**src/rtl/reduce_pipe_if.sv**
```systemverilog
// rtl/reduce_pipe_if.sv - handshake bundle for the pipelined reduction unit
//
// Purpose: groups the input beat channel and the result channel of reduce_pipe.
//   in_valid/in_ready/in_data/in_op    : beat to reduce and the op to apply
//   out_valid/out_ready/out_result/out_op : reduced bit and the op that produced it
//   out_count                          : completed-result counter (REDUCE_STATS_EN only)
// Modports: slave = the reduction unit, master = the producer/consumer side.
// Optional feature macro: REDUCE_STATS_EN.

interface reduce_pipe_if #(
    parameter int WIDTH = 16
) ();
    logic             in_valid;
    logic             in_ready;
    logic [WIDTH-1:0] in_data;
    logic [1:0]       in_op;
    logic             out_valid;
    logic             out_ready;
    logic             out_result;
    logic [1:0]       out_op;
`ifdef REDUCE_STATS_EN
    logic [15:0]      out_count;
`endif

    modport slave (
        input  in_valid, in_data, in_op, out_ready,
        output in_ready, out_valid, out_result, out_op
`ifdef REDUCE_STATS_EN
        , output out_count
`endif
    );

    modport master (
        output in_valid, in_data, in_op, out_ready,
        input  in_ready, out_valid, out_result, out_op
`ifdef REDUCE_STATS_EN
        , input out_count
`endif
    );
endinterface

```
**src/rtl/reduce_pipe.sv**
```systemverilog
// rtl/reduce_pipe.sv - pipelined FANIN-ary reduction (AND/OR/XOR/XNOR) with valid/ready
//
// Purpose: reduces WIDTH input bits to one bit through a registered tree whose
//   nodes each combine FANIN partials. Latency equals STAGES = ceil(log_FANIN(WIDTH)).
// Ports:
//   clock : rising-edge clock
//   reset : asynchronous assert, active-low reset
//   bus   : reduce_pipe_if.slave (in_* beat channel, out_* result channel,
//           out_count only when REDUCE_STATS_EN is defined)
// Optional feature macro: REDUCE_STATS_EN (saturating 16-bit output-transfer counter).

module reduce_pipe #(
    parameter int WIDTH = 16,
    parameter int FANIN = 4
) (
    input  logic         clock,
    input  logic         reset,
    reduce_pipe_if.slave bus
);

    localparam logic [1:0] OP_AND  = 2'b00;
    localparam logic [1:0] OP_OR   = 2'b01;
    localparam logic [1:0] OP_XNOR = 2'b11;

    // Number of live partials entering stage k (k=0 is the raw input word).
    function automatic int level_n(input int k);
        int n;
        n = WIDTH;
        for (int i = 0; i < k; i++) begin
            n = (n + FANIN - 1) / FANIN;
        end
        return n;
    endfunction

    function automatic int calc_stages();
        int n;
        int s;
        n = WIDTH;
        s = 0;
        for (int i = 0; i < WIDTH; i++) begin
            if (n > 1) begin
                n = (n + FANIN - 1) / FANIN;
                s = s + 1;
            end
        end
        if (s < 1) begin
            s = 1;
        end
        return s;
    endfunction

    localparam int STAGES = calc_stages();

    // One tree level: output bit j combines inputs j*FANIN .. j*FANIN+FANIN-1.
    // Leaves at or beyond n are left at the accumulator's start value, which
    // is the op identity, so a ragged last group needs no special handling.
    // XNOR is reduced as XOR here; inversion happens once at the last stage.
    function automatic logic [WIDTH-1:0] reduce_level(
        input logic [WIDTH-1:0] v,
        input int               n,
        input logic [1:0]       op
    );
        logic [WIDTH-1:0] r;
        logic [WIDTH-1:0] v_sh;
        logic             acc;
        int               idx;
        r = '0;
        for (int j = 0; j < WIDTH; j++) begin
            acc = (op == OP_AND);
            for (int i = 0; i < FANIN; i++) begin
                idx = j * FANIN + i;
                if (idx < n) begin
                    v_sh = v >> idx;
                    case (op)
                        OP_AND:  acc = acc & v_sh[0];
                        OP_OR:   acc = acc | v_sh[0];
                        default: acc = acc ^ v_sh[0];
                    endcase
                end
            end
            // Shift in from the top so the first group lands in bit 0.
            r = {acc, r[WIDTH-1:1]};
        end
        return r;
    endfunction

    logic [WIDTH-1:0]  data_q [STAGES];
    logic [WIDTH-1:0]  data_d [STAGES];
    logic [1:0]        op_q   [STAGES];
    logic [1:0]        op_d   [STAGES];
    logic [STAGES-1:0] vld_q;
    logic [STAGES-1:0] vld_d;
    logic              adv;

    always_comb begin
        // Whole pipe moves together: it only stalls when a result is waiting
        // and the consumer refuses it. No bubble collapsing.
        adv = !vld_q[STAGES-1] || bus.out_ready;

        data_d[0] = reduce_level(bus.in_data, WIDTH, bus.in_op);
        op_d[0]   = bus.in_op;
        vld_d     = '0;
        vld_d[0]  = bus.in_valid;
        for (int k = 1; k < STAGES; k++) begin
            data_d[k] = reduce_level(data_q[k-1], level_n(k), op_q[k-1]);
            op_d[k]   = op_q[k-1];
            vld_d[k]  = vld_q[k-1];
        end

        if (op_d[STAGES-1] == OP_XNOR) begin
            data_d[STAGES-1][0] = ~data_d[STAGES-1][0];
        end
    end

    always_ff @(posedge clock or negedge reset) begin
        if (!reset) begin
            vld_q <= '0;
            for (int k = 0; k < STAGES; k++) begin
                data_q[k] <= '0;
                op_q[k]   <= OP_AND;
            end
        end else if (adv) begin
            vld_q <= vld_d;
            for (int k = 0; k < STAGES; k++) begin
                data_q[k] <= data_d[k];
                op_q[k]   <= op_d[k];
            end
        end
    end

    assign bus.in_ready   = adv;
    assign bus.out_valid  = vld_q[STAGES-1];
    assign bus.out_result = data_q[STAGES-1][0];
    assign bus.out_op     = op_q[STAGES-1];

`ifdef REDUCE_STATS_EN
    logic [15:0] count_q;
    logic [15:0] count_d;

    always_comb begin
        count_d = count_q;
        if (vld_q[STAGES-1] && bus.out_ready && (count_q != 16'hFFFF)) begin
            count_d = count_q + 16'd1;
        end
    end

    always_ff @(posedge clock or negedge reset) begin
        if (!reset) begin
            count_q <= '0;
        end else begin
            count_q <= count_d;
        end
    end

    assign bus.out_count = count_q;
`endif

endmodule

```
**src/flat_wrapper.sv**
```systemverilog
// flat-port wrapper written by rule: the top's interface ports become plain ports
module reduce_pipe_flat 
#(
    parameter int WIDTH = 16,
    parameter int FANIN = 4
)
  (clock, reset, bus_in_valid, bus_in_data, bus_in_op, bus_out_ready, bus_in_ready, bus_out_valid, bus_out_result, bus_out_op);
  reduce_pipe_if #(.WIDTH(WIDTH)) bus_i ();
  input  logic clock;
  input  logic reset;
  input wire logic [$bits(bus_i.in_valid)-1:0] bus_in_valid;
  input wire logic [$bits(bus_i.in_data)-1:0] bus_in_data;
  input wire logic [$bits(bus_i.in_op)-1:0] bus_in_op;
  input wire logic [$bits(bus_i.out_ready)-1:0] bus_out_ready;
  output wire logic [$bits(bus_i.in_ready)-1:0] bus_in_ready;
  output wire logic [$bits(bus_i.out_valid)-1:0] bus_out_valid;
  output wire logic [$bits(bus_i.out_result)-1:0] bus_out_result;
  output wire logic [$bits(bus_i.out_op)-1:0] bus_out_op;
  assign bus_i.in_valid = bus_in_valid;
  assign bus_i.in_data = bus_in_data;
  assign bus_i.in_op = bus_in_op;
  assign bus_i.out_ready = bus_out_ready;
  assign bus_in_ready = bus_i.in_ready;
  assign bus_out_valid = bus_i.out_valid;
  assign bus_out_result = bus_i.out_result;
  assign bus_out_op = bus_i.out_op;
  reduce_pipe #(.WIDTH(WIDTH), .FANIN(FANIN)) u_core (.clock(clock), .reset(reset), .bus(bus_i));
endmodule
```
**config.mk**
```make
export PLATFORM = sky130hd
export DESIGN_NAME = reduce_pipe_flat
export DESIGN_NICKNAME = d
export VERILOG_FILES = /design/src/rtl/reduce_pipe_if.sv /design/src/rtl/reduce_pipe.sv /design/src/flat_wrapper.sv
export SDC_FILE = /design/constraint.sdc
export NUM_CORES = 1
export LEC_CHECK = 0
export ABC_AREA = 1
export BUFFER_PORTS_ARGS = -buffer_cell sky130_fd_sc_hd__buf_2
export CORE_ASPECT_RATIO = 0.5
export CORE_MARGIN = 1.5
export CORE_UTILIZATION = 40
export CTS_BUF_LIST = sky130_fd_sc_hd__clkbuf_2
export CTS_CLUSTER_SIZE = 14
export DETAILED_ROUTE_END_ITERATION = 6
export GPL_TIMING_DRIVEN = 1
export PLACE_DENSITY = 0.62
export SLEW_MARGIN = 10
export SYNTH_ARGS = -nofsm -noshare
export SYNTH_HDL_FRONTEND = slang
export SYNTH_SLANG_ARGS = --single-unit
```
**constraint.sdc**
```tcl
create_clock -name clock -period 4.3 [get_ports clock]
set_clock_uncertainty 0.2 [all_clocks]
set_input_delay 0.86 -clock clock [delete_from_list [all_inputs] [get_ports clock]]
set_output_delay 0.86 -clock clock [all_outputs]
set_load 0.01 [all_outputs]
```
==> summary.txt, run 1 <==
Clocking
  • Htree depth: 1
  • CTS Buf Count: 3
  • Clk Latency, worst-skew pair: 0.26 ns
  • Clock slew at reported path FFs: 0.11 ns
  • CTS Buffer Depth: 2
  • CTS tree: done
  • Setup Fix Bufs, Post-CTS: 0
  • Clock Tree Root: clkbuf_2
  • CTS resizes: 0
  • TritonCTS sink count: 11
  • Cts hold-fix bufs: 0

Global route
  • GR Overflow Total: 0
  • First-pass GRT wire length: 4091 µm
  • Initial antenna violation count: 0
  • Largest net degree at the start of global routing: 13
  • Total track usage: 13.86%
  • Vias in the first global route: 1008

Power and ir drop
  • PD cells: 254.9 mW/mm²
  • VDD IR max: 92.80 µV
  • Tot Pwr: 0.3843 mW
  • Leakage: 0.9456 nW

Floorplan
  • Die ar.: 0.003641 mm²
  • Die Ht: 43.43 µm
  • Die width: 83.86 µm
  • Initial Util: 42.65%
  • FP Rows: 14
  • Boundary Pins: 27
  • Core Area: 0.003065 mm²

Hold path
  • Hold WC Path Type: in2async

Yosys
  • Most common library cells after synthesis: inv_1 (54), nor2_1 (36), ha_1 (31)
  • Most frequent cell after synthesis: inv_1
  • Synth warn: 0
  • Synthesized area: 0.001308 mm²
  • Register area share after synthesis: 21.05%
  • Yosys reg bits: 11
  • Share of flip-flops with an asynchronous set or reset: 100.0%
  • Post-synth top flop: dfrtp_1
  • Top cell type's share of synthesized area: 29.67%
  • Post-synth EDFFs: 0
  • Largest cells by area after synthesis: ha_1 (30%), dfrtp_1 (21%), inv_1 (16%)
  • Synthesized instance count: 191
  • Synth Area per Inst: 6.846 µm²
  • Yosys top cell by area: ha_1
  • Net Count, Synth: 244
  • Yosys cell types: 17

Critical path
  • Critical path class: reg2reg
  • Critical path endpoint category: register
  • R2R Setup Slk: 0.88 ns
  • CP peak stage delay: 0.43 ns
  • Crit path max fanout: 5
  • R2R Path Start: u_core.op_d[1]
  • R2R Path End: u_core.bus.out_result
  • Slowest cell on crit path: dfrtp_1
  • CP most frequent cell: inv_1
  • Startpoint types: register
  • Critical Path AT: 3.39 ns
  • R2R depth: 21
  • CP cell instances: nor2_1 > inv_1 > ha_1 > nor2_1 > nor3_1 > inv_1 > ha_1 > o22ai_1 > a21oi_1 > inv_1 > ha_1 > nor2_1 > nor3_1 > inv_1 > ha_1 > nand2_1 > nand2_1 > nand2_1 > nand3_1 > nand2_1 > inv_1
  • CP required: 4.27 ns

Timing
  • Slew margin rel.: 78.95%
  • Pin slew with the least headroom to its limit: 0.3154 ns
  • Min cycle time layout: 3.423 ns
  • Period utilisation layout: 79.60%
  • Fin. Hold Viols: 0
  • Slew Limit Fails: 0
  • Fmax achieved: 292.2 MHz
  • Setup TNS: 0 ns
  • Finish-stage setup viols: 0
  • Hold Slack: 0.2378 ns
  • RSZ-0062 raised after global routing: no

Status
  • Status: finished, final reports clean

Final layout
  • Final Non-Filler Cells: 260
  • Layout area overhead: 15.31%
  • Fin nets: 274
  • Final core utilization: 49.18%
  • Ant diodes: 0
  • Layout cells sized above 1: 20.00%

Placed design
  • GP Congestion: 0.8377
  • Port buffer count: 26
  • Placed cells: 256
  • HPWL after detailed placement: 1866 µm

Detailed routing
  • Drt pass-1 iters: 4
  • Via density: 4.362
  • Vias: 1134
  • Iteration-0 DRC Markers: 40
  • Avg WL per Cell: 8.642 µm
  • Remaining DRCs: 0
  • Final wirelength: 2247 µm
  • Antenna Violating Nets Remaining: 0

Run
  • Max Cap Violations: 0
[layout make-up]
type / instances / area, µm²
clock buffers: 4 / 20.02
fillers: 340 / 1558
inverters: 56 / 210.2
multi-input cells: 122 / 814.5
flip-flops and latches: 11 / 275.3
well taps: 40 / 50.05
repair buffers: 27 / 137.6
[worst max path at each step]
stage / depth (start not counted) / end / startpoint / slack [ns]
global route: 21 / u_core.bus.out_result / u_core.op_d[0] / 0.53
global placement: 21 / u_core.bus.out_result / u_core.op_d[1] / 0.96
detailed placement: 21 / u_core.bus.out_result / u_core.op_d[0] / 0.87
finish: 21 / u_core.bus.out_result / u_core.op_d[1] / 0.88
floorplan: 21 / u_core.bus.out_result / u_core.op_d[1] / 1.11
CTS: 21 / u_core.bus.out_result / u_core.op_d[0] / 0.85
[critical path: cells and delay by family, from the launching register on]
| kind | cells | cell delay (ns) |
|---|---|---|
| fa+ha+maj | 4 | 1.09 |
| simple gates | 10 | 1.04 |
| flops | 1 | 0.43 |
| buf+inv | 5 | 0.35 |
| compound gates | 2 | 0.24 |
[sequential cells by signal, indices dropped and copies added, names as in the netlist]
signal	cells
u_core.data_q	4
u_core.bus.out_op	2
u_core.op_d	2
u_core.vld_q	2
u_core.bus.out_result	1
[cells by family after synthesis]
kind of cell,after synthesis,share of synthesized area [%]
adder cells (fa/ha/maj),31,29.66
flip-flops,11,21.05
buffers and inverters,58,16.65
AO/OA/AOI/OAI,13,5.454
AND/OR/NAND/NOR,78,27.18
[power breakdown]
group	internal (mW)	switching (mW)	leakage [nW]
registers	0.125	0.0155	0.129
logic	0.0793	0.106	0.800
clock network	0.0247	0.0337	0.0166
[routing by layer]
metal / routed length, µm / vias to the layer above / track usage, % / share of wire, %
met3: 48 / 2 / 1.143 / 2.1
met4: 21 / 0 / 5.902 / 0.93
met2: 1066 / 15 / 25.81 / 47
met1: 1111 / 496 / 17.10 / 49
met5: 0 / - / 0 / 0
li1: - / 621 / - / -
[stage by stage]
step | setup slack [ns] | area [µm²]
after detailed placement | 0.8680 | 1488
after global routing | 0.5341 | 1508
after global placement | 0.9551 | 1488
after floorplan | 1.113 | 1308
after CTS | 0.8497 | 1508
final | 0.8774 | 1508
[cells in the final DEF (no fill, tap or decap), drive strengths merged]
cell type,count
dfrtp,11
nand3,2
or2,1
nor3,10
clkbuf,4
nand2,28
a31oi,4
inv,56
o22ai,1
nor2,37
a21oi,5
o21ai,3
buf,27
ha,31
Power figures use the tool's default switching activity.
==> run 2: changes to the inputs <==
PLACE_DENSITY = 0.65   (was 0.62)
clock period = 2.85 ns   (was 4.3 ns; I/O delays follow)
==> run 2 against run 1 <==
The run now ends with negative setup slack left. Total power is 69% higher. Critical path depth stayed put. Final area is 9.5% higher. Global-route usage is 0.62 points higher. Clock power is 46% higher. Via count is 4.4% higher. Register-to-register slack worse by 1.1 ns. First-iteration DRC count is 10% higher. Maximum frequency is 12% higher. Cell count is 5.0% higher. Die area stayed put. Largest cell class unchanged. Largest power group unchanged. Highest routed layer is now met3.
==> summary.txt, run 2 (same netlist as run 1, synthesis figures left out) <==
Status
  • Status: complete, but fails checks
  • Failing checks: negative setup slack

Run
  • Max Cap Violations: 0 (unchanged)

Hold path
  • Hold WC Path Type: reg2reg
  • Hold Startpoint: u_core.vld_q[0]
  • WHS Path Cells: 2
  • Worst hold endpoint: u_core.vld_q[1]

Final layout
  • Area occupied by multi-input gates: 858.3 µm² (+5.4%)
  • Layout area overhead: 26.32%
  • Fin nets: 287 (+4.7%)
  • Commonest cells after routing, fill and taps aside: inv_1 (53), nor2_1 (35), ha_1 (29), nand2_1 (26), buf_2 (26)
  • Fill count: 296 (-13%)
  • Biggest register: u_core.data_q
  • Final Non-Filler Cells: 273 (+5.0%)
  • Layout cells sized above 1: 27.47% (+7.5 points)
  • Reg area: 275.3 µm² (unchanged)
  • Ant diodes: 0 (unchanged)
  • Commonest non-fill, non-tap cell in the layout: inv_1
  • Max reg flops: 4 (unchanged)

Timing
  • Period utilisation layout: 107.5% (+28 points)
  • Finish-stage setup viols: 1 (+1)
  • RSZ-0062 raised after global routing: yes
  • Slew Limit Fails: 0 (unchanged)
  • Setup TNS: -0.2124 ns (-0.2124 ns)
  • Fin. Hold Viols: 0 (unchanged)
  • Min cycle time layout: 3.062 ns (-0.3602 ns)
  • Fmax achieved: 326.5 MHz (+12%)
  • Slew margin rel.: 78.85% (-0.10 points)
  • Worst Setup Slack, final: -0.2124 ns (-1.090 ns)
  • Pin slew with the least headroom to its limit: 0.3169 ns (+0.001501 ns)

Critical path
  • R2R Path Start: u_core.op_d[1]
  • R2R Path End: u_core.bus.out_result
  • Startpoint types: register
  • R2R depth: 21 (unchanged)
  • Critical Path AT: 3.02 ns (-0.37 ns)
  • Crit path max fanout: 2 (-3)
  • Critical path class: reg2reg
  • Critical path endpoint category: register
  • R2R Setup Slk: -0.21 ns (-1.09 ns)
  • CP required: 2.81 ns (-1.46 ns)

Clocking
  • Htree depth: 1 (unchanged)
  • TritonCTS sink count: 11 (unchanged)
  • CTS Buffer Depth: 2 (unchanged)
  • CTS Buf Count: 3 (unchanged)
  • Clock slew at reported path FFs: 0.11 ns (about the same)
  • Clock Tree Root: clkbuf_2
  • CTS tree: done
  • Clk Latency, worst-skew pair: 0.24 ns (-0.02 ns)

Power and ir drop
  • VDD IR max: 158.6 µV (+71%)
  • PD cells: 392.9 mW/mm² (+54%)
  • Leakage: 1.011 nW (+6.9%)

Floorplan
  • Boundary Pins: 27 (unchanged)
  • Die ar.: 0.003641 mm² (unchanged)
  • Initial Util: 42.65% (unchanged)
  • Die Ht: 43.43 µm (unchanged)
  • Die width: 83.86 µm (unchanged)
  • FP Rows: 14 (unchanged)
  • Core Area: 0.003065 mm² (unchanged)

Placed design
  • Port buffer count: 26 (unchanged)
  • GP Congestion: 0.8134 (-2.9%)
  • HPWL after detailed placement: 2089 µm (+12%)
  • Worst slack, placed: -0.2456 ns (-1.114 ns)
  • Placed cells: 267 (+4.3%)

Detailed routing
  • Avg WL per Cell: 8.875 µm (+2.7%)
  • Remaining DRCs: 0 (unchanged)
  • Drt pass-1 iters: 3 (-1)
  • Via density: 4.337 (-0.56%)
  • Vias: 1184 (+4.4%)
  • Met1 WL: 1203 µm (+8.3%)
  • Final wirelength: 2423 µm (+7.8%)
  • Antenna Violating Nets Remaining: 0 (unchanged)
  • WL met2: 1189 µm (+12%)
  • Iteration-0 DRC Markers: 44 (+10%)
  • Max layer used: met3
  • Metal3 WL: 30 µm (-38%)

Global route
  • Vias in the first global route: 1091 (+8.2%)
  • Initial antenna violation count: 0 (unchanged)
  • First-pass GRT wire length: 4360 µm (+6.6%)
  • Largest net degree at the start of global routing: 13 (unchanged)
  • GR Overflow Total: 0 (unchanged)
  • Total track usage: 14.48% (+0.62 points)
==> run 2: cell types whose count changed in the layout (fill, tap and decap cells not counted), sizes merged <==
| cell | change |
|---|---|
| buf | +12 |
| dlygate4sd3 | +1 |
==> run 2: repair_timing <==
action,4_1_cts,5_1_grt
pin swaps,0,1
endpoints found under the setup margin,1,1
resized for setup,1,2
hold buffers,1,0
hold endpoints to repair,11,0
setup buffers,0,1
==> run 2: worst max path at each step <==
stage | slack (ns) | to | start | cells past startpoint
global route | -0.50 | u_core.bus.out_result | u_core.op_d[1] | 21
finish | -0.21 | u_core.bus.out_result | u_core.op_d[1] | 21
detailed placement | -0.25 | u_core.bus.out_result | u_core.op_d[0] | 21
global placement | -0.15 | u_core.bus.out_result | u_core.op_d[0] | 21
CTS | -0.22 | u_core.bus.out_result | u_core.op_d[0] | 21
floorplan | -0.11 | u_core.bus.out_result | u_core.op_d[0] | 21
==> run 2: critical path: stages, from the launching register on <==
cell,delay [ns]
dfrtp_1,0.41
nor2_2,0.14
inv_2,0.07
ha_4,0.25
nor2_1,0.04
nor3_2,0.12
inv_1,0.09
ha_4,0.26
o22ai_1,0.09
a21oi_2,0.14
inv_1,0.06
ha_1,0.27
nor2_1,0.05
nor3_2,0.13
inv_1,0.06
ha_1,0.28
nand2_2,0.08
nand2_1,0.05
nand2_1,0.05
nand3_1,0.06
nand2_1,0.06
inv_1,0.03
==> run 2: area by class of cell <==
type,count,area share [%]
clock buffer,4,1.212
inverter,56,12.73
multi-input combinational,122,51.97
sequential,11,16.67
tap,40,3.030
timing repair buffer,40,14.39
==> run 2: report_power, final <==
part	internal (mW)	leakage [nW]	switching (mW)
sequential	0.188	0.129	0.0210
clock	0.0373	0.0166	0.0482
combinational	0.167	0.865	0.187
==> run 2: metal layers <==
| metal | global-route usage [%] | up-vias |
|---|---|---|
| met5 | 0 | - |
| met4 | 3.934 | 0 |
| met3 | 0.5714 | 0 |
| met2 | 27.10 | 9 |
| met1 | 18.93 | 523 |
| li1 | - | 652 |
==> run 2: per-stage QoR <==
stage / utilization, % / hold slack [ns] / cell area [µm²] / total power, mW
floorplan: - / 0.07441 / 1333 / 0.4248
global placement: 52.04 / 0.2312 / 1595 / 0.5388
detailed placement: 52.04 / 0.2325 / 1595 / 0.5531
CTS: 53.14 / 0.2602 / 1629 / 0.6444
global route: 53.88 / 0.2899 / 1652 / 0.7302
finish: 53.88 / 0.2586 / 1652 / 0.6489
==> run 3: changes to the inputs <==
BUFFER_PORTS_ARGS = not set   (was -buffer_cell sky130_fd_sc_hd__buf_2)
DONT_BUFFER_PORTS = 1   (was not set)
PLACE_DENSITY = 0.57   (was 0.65)
==> run 3 against run 2 <==
The run still ends with negative setup slack left. Utilization down 4.9 points. Final area fell by 9.0%. Combinational power shrank 11%. Critical path depth unchanged. Critical path type unchanged. Flip-flop and latch count stayed put. Total power is 4.4% lower. Maximum frequency up 0.80%.
==> summary.txt, run 3 (same netlist as run 1, synthesis figures left out) <==
Status
  • Status: complete, but fails checks
  • Failing checks: negative setup slack

Floorplan
  • Die ar.: 0.003641 mm² (unchanged)
  • Core Area: 0.003065 mm² (unchanged)
  • Boundary Pins: 27 (unchanged)
  • FP Rows: 14 (unchanged)
  • Die Ht: 43.43 µm (unchanged)
  • Initial Util: 42.65% (unchanged)
  • Die width: 83.86 µm (unchanged)

Critical path
  • CP cell instances: nor2_2 > inv_2 > ha_4 > nor2_2 > nor3_2 > inv_1 > ha_4 > o22ai_2 > a21oi_2 > inv_1 > ha_1 > nor2_1 > nor3_2 > inv_1 > ha_1 > nand2_1 > nand2_1 > nand2_1 > nand3_2 > nand2_1 > inv_1
  • Critical Path AT: 3.00 ns (-0.02 ns)
  • Top Family by Delay on Critical Path: adder cells
  • CP peak stage delay: 0.40 ns (about the same)
  • Crit path to: u_core.bus.out_result
  • Critical path endpoint category: register
  • CP required: 2.82 ns (about the same)
  • Critical path class: reg2reg
  • R2R Path Start: u_core.op_d[0]
  • CP startpoint: u_core.op_d[0]
  • R2R Path End: u_core.bus.out_result
  • CP bufs+invs: 5 (unchanged)
  • Crit path max fanout: 2 (unchanged)
  • R2R depth: 21 (unchanged)
  • Slowest cell on crit path: dfrtp_1
  • R2R Setup Slk: -0.19 ns (+0.02 ns)
  • Crit path depth: 21 (unchanged)
  • Startpoint types: register

Clocking
  • CTS Buf Count: 3 (unchanged)
  • Clk Latency, worst-skew pair: 0.25 ns (about the same)
  • Clock slew at reported path FFs: 0.11 ns (about the same)
  • CTS tree: done
  • Htree depth: 1 (unchanged)
  • CTS Buffer Depth: 2 (unchanged)
  • TritonCTS sink count: 11 (unchanged)
  • Clock Tree Root: clkbuf_2

Detailed routing
  • Antenna Violating Nets Remaining: 0 (unchanged)
  • Final wirelength: 2325 µm (-4.0%)
  • Via density: 4.457 (+2.8%)
  • Remaining DRCs: 0 (unchanged)
  • Drt pass-1 iters: 4 (+1)
  • Avg WL per Cell: 9.568 µm (+7.8%)
  • Iteration-0 DRC Markers: 25 (-43%)
  • Vias: 1083 (-8.5%)

Final layout
  • Reg area: 275.3 µm² (unchanged)
  • Ant diodes: 0 (unchanged)
  • Commonest cells after routing, fill and taps aside: inv_1 (53), nor2_1 (34), ha_1 (29), nand2_1 (27), dfrtp_1 (11)
  • Layout area overhead: 14.93%
  • Fin nets: 257 (-10%)
  • Max reg flops: 4 (unchanged)
  • Layout cells sized above 1: 17.73% (-9.7 points)
  • Biggest register: u_core.data_q
  • Fill count: 322 (+8.8%)
  • Area occupied by multi-input gates: 869.6 µm² (+1.3%)
  • Commonest non-fill, non-tap cell in the layout: inv_1

Timing
  • Pin slew with the least headroom to its limit: 0.4726 ns (+0.1557 ns)
  • Min cycle time layout: 3.038 ns (-0.02434 ns)
  • Slew Limit Fails: 0 (unchanged)
  • Slew margin rel.: 68.39% (-10 points)
  • Worst Setup Slack, final: -0.1881 ns (+0.02434 ns)
  • Finish-stage setup viols: 1 (unchanged)
  • Fmax achieved: 329.2 MHz (+0.80%)
  • RSZ-0062 raised after global routing: yes
  • Period utilisation layout: 106.6% (-0.85 points)
  • Hold Slack: 0.2320 ns (-0.02660 ns)
  • Fin. Hold Viols: 0 (unchanged)

Global route
  • Vias in the first global route: 1002 (-8.2%)
  • First-pass GRT wire length: 4119 µm (-5.5%)
  • Initial antenna violation count: 0 (unchanged)
  • Total track usage: 13.81% (-0.67 points)
  • Largest net degree at the start of global routing: 13 (unchanged)
  • GR Overflow Total: 0 (unchanged)

Power and ir drop
  • Leakage: 0.8939 nW (-12%)
  • PD cells: 412.7 mW/mm² (+5.0%)
  • Tot Pwr: 0.6201 mW (-4.4%)
  • VDD IR max: 185.5 µV (+17%)

Run
  • Max Cap Violations: 0 (unchanged)

Placed design
  • HPWL after detailed placement: 1957 µm (-6.3%)
  • Worst slack, placed: -0.2285 ns (+0.01707 ns)
  • Port buffer count: 0 (-100%)
  • GP Congestion: 0.8341 (+2.5%)

Hold path
  • Hold WC Path Type: in2reg
## run 3: cell types whose count changed in the layout (fill, tap and decap cells not counted)
| cell | before | now |
|---|---|---|
| nand2_2 | 2 | 1 |
| o22ai_1 | 1 | 0 |
| nand3_2 | 0 | 1 |
| nand2_1 | 26 | 27 |
| o22ai_2 | 0 | 1 |
| nor2_1 | 35 | 34 |
| nand3_1 | 2 | 1 |
| buf_4 | 13 | 9 |
| buf_2 | 26 | 0 |
| nor2_2 | 2 | 3 |
## run 3: per-stage QoR
stage                     std cells  setup TNS [ns]  area [µm²]  util (%)
final                           243         -0.1881        1503     49.02
after global routing            243         -0.4750        1503     49.02
after CTS                       243         -0.2506        1475     48.12
after detailed placement        238         -0.2285        1443     47.06
after global placement          238         -0.1615        1443     47.06
after floorplan                 191         -0.1132        1333         -
## run 3: worst min-delay path by stage
| stage | from | endpoint | cells past startpoint |
|---|---|---|---|
| 2_1_floorplan | reset | u_core.bus.out_op[0] | 0 |
| 3_3_place_gp | reset | u_core.bus.out_op[1] | 0 |
| 3_5_place_dp | reset | u_core.data_q[19] | 0 |
| 4_1_cts | bus_in_op[0] | u_core.op_d[0] | 2 |
| 5_1_grt | bus_in_op[0] | u_core.op_d[0] | 2 |
| 6_report | bus_in_op[0] | u_core.op_d[0] | 2 |
## run 3: final cells by class
type                            instances  share of cell area [%]
Clock buffer                            4                   1.332
Tap cell                               40                   3.331
Sequential cell                        11                   18.32
Inverter                               56                   13.99
Timing Repair Buffer                   10                   5.162
Multi-Input combinational cell        122                   57.87
## run 3: power by group
group	internal, mW	switching (mW)	total, mW
clock network	0.0373	0.0509	0.0882
registers	0.188	0.0295	0.218
logic	0.147	0.167	0.314
## run 3: what timing repair did
item                                    4_1_cts  5_1_grt
hold endpoints to repair                     11        0
setup buffers                                 0        0
cloned                                        0        0
hold buffers                                  1        0
endpoints found under the setup margin        1        1
gates resized for setup                       1        4
## run 3: per-layer routing
metal  GRT usage (%)  up-vias  wire length, µm
met5               0        -                0
met4           4.918        0               14
met3           1.905        2               77
met2           27.10       13             1113
met1           15.89      483             1120
li1                -      585                -
